## config.mk

```make
export PLATFORM = sky130hd
export DESIGN_NAME = traffic_sensor_interface
export DESIGN_NICKNAME = d
export VERILOG_FILES = /design/src/rtl/traffic_sensor_interface.sv
export SDC_FILE = /design/constraint.sdc
export NUM_CORES = 1
export LEC_CHECK = 0
export ABC_AREA = 1
export BUFFER_PORTS_ARGS = -buffer_cell sky130_fd_sc_hd__buf_2
export CORE_ASPECT_RATIO = 1.2
export CORE_MARGIN = 4
export CORE_UTILIZATION = 30
export CTS_CLUSTER_SIZE = 28
export DETAILED_ROUTE_END_ITERATION = 6
export SLEW_MARGIN = 40
export SYNTH_ARGS = -nofsm -noshare
export SYNTH_HDL_FRONTEND = slang
export SYNTH_SLANG_ARGS = --single-unit
```

## constraint.sdc

```tcl
create_clock -name clk -period 2.9 [get_ports clk]
set_input_delay 0.725 -clock clk [delete_from_list [all_inputs] [get_ports clk]]
set_output_delay 0.725 -clock clk [all_outputs]
set_load 0.05 [all_outputs]
```

## src/rtl/traffic_sensor_interface.sv

```systemverilog
// -----------------------------------------------------------------------------
// traffic_sensor_interface
//   Country-road vehicle sensing front end. Conditions the arrival and
//   departure inductive loops, keeps a waiting-vehicle count and drives the
//   car-present request x towards the traffic signal controller, releasing it
//   when the queue empties or after MAX_SERVE cycles of green service.
//
// Ports
//   clk        system clock
//   clear_n    asynchronous active-low reset
//   arr_raw    arrival loop, asynchronous, high = vehicle over loop
//   dep_raw    departure loop (stop line), asynchronous
//   crd        country-road light: 0=RED 1=YELLOW 2=GREEN 3=invalid
//   x          registered vehicle request
//   queue_cnt  registered waiting-vehicle count
//   overflow   sticky, an arrival was dropped at a full queue
//   red_run    one-cycle pulse, departure seen while crd was RED
// -----------------------------------------------------------------------------

// Per-loop conditioning: 2-flop synchronizer, debounce, rising-edge event.
module traffic_sensor_debounce #(
    parameter int DEBOUNCE_CYCLES = 4
) (
    input  logic clk,
    input  logic clear_n,
    input  logic raw,
    output logic rise
);
    localparam int DW = (DEBOUNCE_CYCLES > 1) ? $clog2(DEBOUNCE_CYCLES) : 1;
    localparam logic [DW-1:0] DB_LAST = DW'(DEBOUNCE_CYCLES - 1);

    logic          s1, s2;
    logic          lvl, lvl_q;
    logic [DW-1:0] db_cnt;

    always_ff @(posedge clk or negedge clear_n) begin
        if (!clear_n) begin
            s1     <= 1'b0;
            s2     <= 1'b0;
            lvl    <= 1'b0;
            lvl_q  <= 1'b0;
            db_cnt <= '0;
        end else begin
            s1    <= raw;
            s2    <= s1;
            lvl_q <= lvl;
            // Count consecutive edges where the synced sample disagrees with
            // the debounced level; the edge that completes the run flips it.
            if (s2 != lvl) begin
                if (db_cnt == DB_LAST) begin
                    lvl    <= s2;
                    db_cnt <= '0;
                end else begin
                    db_cnt <= db_cnt + DW'(1);
                end
            end else begin
                db_cnt <= '0;
            end
        end
    end

    assign rise = lvl & ~lvl_q;
endmodule

module traffic_sensor_interface #(
    parameter int DEBOUNCE_CYCLES = 4,
    parameter int CNT_W           = 4,
    parameter int MAX_SERVE       = 32
) (
    input  logic             clk,
    input  logic             clear_n,
    input  logic             arr_raw,
    input  logic             dep_raw,
    input  logic [1:0]       crd,
    output logic             x,
    output logic [CNT_W-1:0] queue_cnt,
    output logic             overflow,
    output logic             red_run
);
    localparam int TW = (MAX_SERVE > 1) ? $clog2(MAX_SERVE) : 1;
    localparam logic [TW-1:0]    TMR_LAST  = TW'(MAX_SERVE - 1);
    localparam logic [CNT_W-1:0] CNT_MAX   = '1;
    localparam logic [1:0]       CRD_RED   = 2'd0;
    localparam logic [1:0]       CRD_GREEN = 2'd2;

    typedef enum logic [1:0] {IDLE, REQ, SERVE, DRAIN} state_t;

    state_t        state, nstate;
    logic [TW-1:0] tmr;
    logic          x_d;
    logic [1:0]    raw, rise;
    logic          arr_ev, dep_ev;

    // Channel 0 = arrival loop, channel 1 = departure loop.
    assign raw = {dep_raw, arr_raw};

    for (genvar ch = 0; ch < 2; ch++) begin : g_ch
        traffic_sensor_debounce #(
            .DEBOUNCE_CYCLES(DEBOUNCE_CYCLES)
        ) u_deb (
            .clk    (clk),
            .clear_n(clear_n),
            .raw    (raw[ch]),
            .rise   (rise[ch])
        );
    end

    assign arr_ev = rise[0];
    assign dep_ev = rise[1];

    // Queue counter, overflow flag and red-run detector.
    always_ff @(posedge clk or negedge clear_n) begin
        if (!clear_n) begin
            queue_cnt <= '0;
            overflow  <= 1'b0;
            red_run   <= 1'b0;
        end else begin
            red_run <= dep_ev && (crd == CRD_RED);
            if (arr_ev && !dep_ev) begin
                if (queue_cnt == CNT_MAX) overflow  <= 1'b1;
                else                      queue_cnt <= queue_cnt + CNT_W'(1);
            end else if (dep_ev && !arr_ev && queue_cnt != '0) begin
                queue_cnt <= queue_cnt - CNT_W'(1);
            end
        end
    end

    // Request FSM: state register.
    always_ff @(posedge clk or negedge clear_n) begin
        if (!clear_n) state <= IDLE;
        else          state <= nstate;
    end

    // Request FSM: next-state logic.
    always_comb begin
        nstate = state;
        case (state)
            IDLE:    if (queue_cnt != '0) nstate = REQ;
            REQ:     if (crd == CRD_GREEN) nstate = SERVE;
            SERVE:   if (queue_cnt == '0 || tmr == TMR_LAST) nstate = DRAIN;
            DRAIN:   if (crd == CRD_RED) nstate = IDLE;
            default: nstate = IDLE;
        endcase
    end

    // Request FSM: output decode, taken from the next state so x is a flop.
    always_comb begin
        x_d = (nstate == REQ) || (nstate == SERVE);
    end

    always_ff @(posedge clk or negedge clear_n) begin
        if (!clear_n) x <= 1'b0;
        else          x <= x_d;
    end

    // Serve timer: held at zero while requesting so SERVE always starts at 0.
    always_ff @(posedge clk or negedge clear_n) begin
        if (!clear_n)                             tmr <= '0;
        else if (state == REQ)                    tmr <= '0;
        else if (state == SERVE && nstate == SERVE) tmr <= tmr + TW'(1);
    end
endmodule

```

==> results of run 1 <==
==> how the worst max path moves through the flow <==
| stage | from | endpoint | slack, ns | cells past startpoint |
|---|---|---|---|---|
| floorplan | tmr[0] | tmr[3] | 1.09 | 13 |
| global placement | tmr[0] | tmr[3] | 0.98 | 13 |
| detailed placement | tmr[0] | tmr[3] | 0.93 | 13 |
| CTS | tmr[0] | tmr[3] | 0.91 | 13 |
| global route | tmr[0] | tmr[3] | 0.76 | 13 |
| finish | tmr[0] | tmr[3] | 0.92 | 13 |
==> layout make-up <==
type	instances	share of cell area, %
Clock buffer	3	2.85
Clock inverter	1	2.07
Inverter	16	4.15
Multi-Input combinational cell	81	37.2
Sequential cell	26	44.9
Tap cell	54	4.67
Timing Repair Buffer	12	4.15
==> sequential cells by signal, indices dropped and copies added, names as in the netlist <==
register / flops
g_ch.u_deb.lvl: 2
g_ch.u_deb.s1: 2
overflow: 1
g_ch.u_deb.s2: 2
state: 2
x: 1
g_ch.u_deb.lvl_q: 2
queue_cnt: 4
g_ch.u_deb.db_cnt: 4
tmr: 5
red_run: 1
==> metal layers <==
layer,wire length [um],global-route usage (%),vias to the layer above,share of wire [%]
li1,-,-,421,-
met1,887,10.5,394,45
met2,989,14.4,11,50
met3,73,1.72,2,3.7
met4,10,3.04,0,0.51
met5,0,0,-,0
==> report_power, final <==
part / internal [mW] / switching, mW / total [mW]
logic: 0.279 / 0.529 / 0.809
registers: 0.483 / 0.118 / 0.601
clock network: 0.184 / 0.106 / 0.291
total: 0.946 / 0.754 / 1.70
==> worst max-delay path: cells and delay by family, from the launching register on <==
family | cells | cell delay (ns)
flip-flops | 1 | 0.42
adder cells (fa/ha/maj) | 3 | 0.61
buffers and inverters | 2 | 0.13
AND/OR/NAND/NOR | 6 | 0.59
AO/OA/AOI/OAI | 2 | 0.16
==> through the flow <==
| step | power (mW) | instance area [sq um] | cells | utilization [%] |
|---|---|---|---|---|
| 2_1_floorplan | 1.26 | 1250 | 123 | - |
| 3_3_place_gp | 1.40 | 1380 | 189 | 34.6 |
| 3_5_place_dp | 1.43 | 1380 | 189 | 34.6 |
| 4_1_cts | 1.74 | 1450 | 193 | 36.4 |
| 5_1_grt | 1.85 | 1450 | 193 | 36.4 |
| 6_report | 1.70 | 1450 | 193 | 36.4 |
==> cells by family after synthesis <==
group,count (synthesis),synth area share [%]
compound gates,8,3.61
xor+xnor,5,4.11
fa+ha+maj,8,8.62
buf+inv,16,4.81
flops,26,52.1
mux,1,0.902
simple gates,59,25.9
==> placed cells by master, fill, tap and decap left out, drive strengths merged <==
master | netlist | final
o21ai | 4 | 4
ha | 7 | 7
inv | 16 | 16
dfrtp | 26 | 26
nand2 | 30 | 30
buf | 0 | 12
clkbuf | 0 | 3
xor2 | 2 | 2
nor3 | 2 | 2
xnor2 | 3 | 3
nor2 | 12 | 12
a21oi | 2 | 2
bufinv | 0 | 1
nand3 | 12 | 12
fa | 1 | 1
o21bai | 2 | 2
and3 | 1 | 1
mux2 | 1 | 1
nand4 | 2 | 2
==> results by group, run 1 <==
Clock tree
  • Bufs on Longest Clock Path: 2
  • Clk Latency, worst-skew pair: roughly 0.26 ns
  • CTS Buf Count: 3
  • Clk sink count: 26
  • Setup bufs post-CTS: 0
  • Depth of the CTS H-tree: 1
  • Clk slew on worst S/H paths: around 0.090 ns
  • CTS resizes: 0
  • Hold Buf Count CTS: 0
  • Clock Tree Root: clkbuf_8
  • CTS tree: yes

Detailed routing
  • WL final: slightly below 2 mm
  • 1st-iter DRT viols: 23
  • DR vias: a little over 800
  • Number of remaining DRC errors: 0
  • Detail Route Antenna Nets: 0
  • Pre-antenna DRT Iters: 2
  • Routed wire per std cell: between 10 and 15 um
  • DR vias/cell: between 4 and 5

Global routing
  • Largest net degree at the start of global routing: 27
  • Total GRT Usage: roughly 8.5%
  • Initial antenna violation count: 0
  • Vias in the first global route: 850
  • Global-route wire length before repair: around 3.5 mm
  • Grt ovf: 0

Synth
  • Mean Syn Cell Area: slightly above 10 sq um
  • Synth warn: 0
  • Synth Register Bits: 26
  • Most frequent cell after synthesis: dfrtp_1
  • Leading cell types by total area after synthesis: dfrtp_1 (52%), nand2_1 (7.2%), ha_1 (7.0%)
  • Synthesized net count: roughly 140
  • Cell Area, Synth: roughly 1200 sq um
  • Synth Flop Type: dfrtp_1
  • Post-synth top cells: dfrtp_1 (26), nand2_1 (24), inv_1 (12)
  • Number of flops mapped to enable cells by yosys: 0
  • Sequential element share of the synthesized area: 52.1%
  • Post-synthesis cell count: roughly 120
  • Yosys top cell area share: 52.1%
  • Synth cell types: 25
  • Synth async-reset ratio: 100%
  • Largest area contributor in the netlist: dfrtp_1

Setup path
  • Most used cell, CP: ha_1
  • Critical path arrival: approximately 2.2 ns
  • CP max stage delay: around 0.42 ns
  • Worst path slowest cell: dfrtp_1
  • Crit-path max FO: 4
  • Worst Setup Start Kind: register
  • CP endpoint kind: register
  • FF-to-FF Start: tmr[0]
  • Worst Path Required: 3.09 ns
  • CP Cell Sequence: ha_1 > and3_1 > ha_1 > inv_1 > nand2_1 > nand2_1 > nand4_1 > inv_1 > ha_1 > nand2_2 > nor2_1 > a21oi_1 > a21oi_1
  • R2R cell count: 13
  • Reg-to-Reg End: tmr[3]
  • Reg2reg setup slack: roughly 0.9 ns
  • Crit path kind: register to register

Worst hold path
  • Worst Hold Launch: g_ch[1].u_deb.s1
  • Hold/Removal Path Class: register to register
  • Hold Crit Depth: 0
  • WHS Endpoint: g_ch[1].u_deb.s2

Floorplan
  • Die span in y: ~79 um
  • Core area: slightly below 4000 sq um
  • Die X: 66.9 um
  • Effective utilization at floorplan: a little under a third
  • Full die area: 5260 sq um
  • Top-level port count: 13
  • FP Rows: 25

Layout
  • Filler instances: 410
  • Area grow syn2layout: 15.9%
  • Register area: roughly 650 sq um
  • Multi-input gate area: approximately 540 sq um
  • Nets: 154
  • N_diodes: 0
  • Layout cells sized above 1: 25.2%

Timing
  • Final Cycle Share: between 60% and 70%
  • Total negative setup slack: 0 ns
  • Max Freq: between 0.5 and 0.6 GHz
  • RSZ-0062 raised after global routing: false
  • Setup WS post-layout: about 0.92 ns
  • Least-Margin Pin Slew: approximately 0.56 ns
  • Slew HR: 62.9%
  • Final setup viols: 0
  • Tmin final: 1.98 ns
  • Final number of max-transition violations: 0
  • Final hold slack: about 0.36 ns
  • Hold Violations, Final: 0
  • Clock Skews: 0.00606 ns

Placed design
  • Post-Place Setup Slack: 0.926 ns
  • GPL Wtd Cong: 0.733
  • Buffers added on ports: 12
  • DP Wirelength: roughly 1.6 mm

Pwr
  • Maximum VDD drop: roughly 270 uV
  • Leak Pwr: around 0.74 nW
  • Pwr/cell area: between 1000 and 1500 nW/um^2

Flow run
  • MaxCap Viol Count: 0

Status
  • Status: finished, final reports clean
No activity file was read; power rests on OpenSTA's default activity.
==> inputs of run 2 (changes only) <==
clock period = 1.75 ns   (was 2.9 ns; I/O delays follow)
==> results by group, run 2 (synthesized netlist as in run 1, its figures left out) <==
Status
  • Status: finished with violations
  • Failing checks: setup timing

Setup path
  • R2R cell count: 14 (+1)
  • CP endpoint kind: register
  • Critical path destination: tmr[0]
  • Critical path arrival: 2.00 ns (-0.17 ns)
  • Worst Setup Start Kind: register
  • Reg-to-Reg End: tmr[0]
  • Reg2reg setup slack: -0.09 ns (-1.02 ns)
  • FF-to-FF Start: tmr[0]
  • Crit path kind: register to register
  • Worst Path Required: 1.91 ns (-1.18 ns)
  • Worst Setup SP: tmr[0]
  • Crit-path max FO: 4 (unchanged)

Global routing
  • Global-route wire length before repair: 4.00 mm (+13%)
  • Total GRT Usage: 9.77% (+1.3 points)
  • Largest net degree at the start of global routing: 27 (unchanged)
  • Initial antenna violation count: 0 (unchanged)
  • Grt ovf: 0 (unchanged)
  • Vias in the first global route: 927 (+9.1%)

Placed design
  • DP Wirelength: 1.59 mm (+1.1%)
  • Area after DPL: 1440 sq um (+4.5%)
  • Buffers added on ports: 12 (unchanged)
  • GPL Wtd Cong: 0.825 (+13%)

Timing
  • Tmin final: 1.84 ns (-0.135 ns)
  • Clock Skews: 0.00203 ns (-0.00403 ns)
  • Final hold slack: 0.158 ns (-0.199 ns)
  • Final Cycle Share: 105% (+37 points)
  • Final setup viols: 5 (+5)
  • Final number of max-transition violations: 0 (unchanged)
  • Least-Margin Pin Slew: 0.577 ns (+0.0207 ns)
  • Hold Violations, Final: 0 (unchanged)
  • Slew HR: 61.6% (-1.4 points)
  • Max Freq: 0.543 GHz (+7.3%)
  • Setup WS post-layout: -0.0929 ns (-1.02 ns)
  • RSZ-0062 raised after global routing: true

Detailed routing
  • Routed wire per std cell: 10.7 um (+5.5%)
  • 1st-iter DRT viols: 25 (+8.7%)
  • Pre-antenna DRT Iters: 3 (+1)
  • Number of remaining DRC errors: 0 (unchanged)
  • DR vias/cell: 4.30 (+0.24%)
  • Detail Route Antenna Nets: 0 (unchanged)
  • DR vias: 873 (+5.4%)
  • WL final: 2.18 mm (+11%)

Clock tree
  • Bufs on Longest Clock Path: 2 (unchanged)
  • Clk Latency, worst-skew pair: 0.26 ns (about the same)
  • Clock Tree Root: clkbuf_8
  • Depth of the CTS H-tree: 1 (unchanged)
  • Clk sink count: 26 (unchanged)
  • CTS tree: yes
  • CTS Buf Count: 3 (unchanged)
  • Clk slew on worst S/H paths: 0.08 ns (about the same)
  • Hold Buf Count CTS: 0 (unchanged)

Layout
  • Final core utilization: 39.8% (+3.4 points)
  • Commonest non-fill, non-tap cell in the layout: dfrtp_1
  • Largest regs: tmr: 5 flops, g_ch.u_deb.db_cnt: 4 flops, queue_cnt: 4 flops
  • Top reg by flops: tmr
  • Filler instances: 405 (-1.2%)
  • Area grow syn2layout: 26.7%
  • Max reg flops: 5 (unchanged)
  • N_diodes: 0 (unchanged)
  • Layout cells sized above 1: 38.3% (+13 points)
  • Post-Layout Inst Area: 1580 sq um (+9.2%)
  • Most frequent cells in the layout: dfrtp_1 (24), nand2_1 (22), buf_2 (12)
  • Nets: 164 (+6.5%)

Floorplan
  • Die span in y: 78.7 um (unchanged)
  • Full die area: 5260 sq um (unchanged)
  • Effective utilization at floorplan: 31.4% (unchanged)
  • Top-level port count: 13 (unchanged)
  • Die X: 66.9 um (unchanged)
  • Core area: 3970 sq um (unchanged)
  • FP Rows: 25 (unchanged)

Pwr
  • Pwr/cell area: 1950 nW/um^2 (+66%)
  • Maximum VDD drop: 682 uV (+160%)
  • Leak Pwr: 0.792 nW (+7.1%)

Flow run
  • MaxCap Viol Count: 0 (unchanged)

Worst hold path
  • Hold/Removal Path Class: input pin to asynchronous set/reset pin
## run 2: report_power, final
group	internal (mW)	switching [mW]	total [mW]
sequential	0.805	0.184	0.989
combinational	0.629	0.976	1.60
clock	0.306	0.180	0.486
total	1.74	1.34	3.08
## run 2: metal layers
metal | track usage, % | share of wire (%)
met4 | 4.67 | 2.4
met3 | 2.15 | 4.7
met5 | 0 | 0
met2 | 15.5 | 47
met1 | 12.4 | 45
## run 2: layout make-up
class                   instances  area [sq um]  area share [%]
clock buffers                   3          41.3            2.61
clock inverters                 1          30.0            1.90
inverters                      16          60.1            3.80
multi-input cells              81           594            37.6
flip-flops and latches         26           653            41.3
well taps                      54          67.6            4.27
repair buffers                 22           135            8.54
## run 2: worst min path at each step
stage,depth (start not counted),endpoint,slack [ns]
detailed placement,0,g_ch[1].u_deb.s2,0.33
global placement,0,g_ch[0].u_deb.s2,0.33
global route,1,state[1],0.19
finish,1,tmr[1],0.16
CTS,1,state[1],0.18
floorplan,0,g_ch[0].u_deb.db_cnt[0],0.14
## run 2: worst max-delay path, stage by stage (launching register included)
cell	delay, ns
dfrtp_1	0.40
ha_2	0.18
and3_4	0.17
ha_4	0.15
inv_2	0.03
nand2_1	0.04
nand2_1	0.06
nand4_1	0.09
inv_1	0.08
ha_2	0.20
nand2_4	0.07
nand2_2	0.08
inv_2	0.06
nand2_1	0.06
o21ai_1	0.06
## run 2: timing repair
| item | 4_1_cts | 5_1_grt |
|---|---|---|
| pin swaps | 2 | 2 |
| gates cloned | 0 | 0 |
| resized for setup | 8 | 3 |
| setup endpoints to repair | 5 | 7 |
| setup buffers | 4 | 1 |
## run 2: stage by stage
step | power, mW | setup WS, ns | setup TNS, ns | std cells
after global routing | 3.34 | -0.206 | -0.989 | 203
final | 3.08 | -0.0929 | -0.370 | 203
after global placement | 2.41 | -0.0304 | -0.106 | 196
after CTS | 3.11 | -0.0803 | -0.352 | 204
after floorplan | 2.09 | 0.00324 | 0 | 123
after detailed placement | 2.46 | -0.0965 | -0.437 | 196
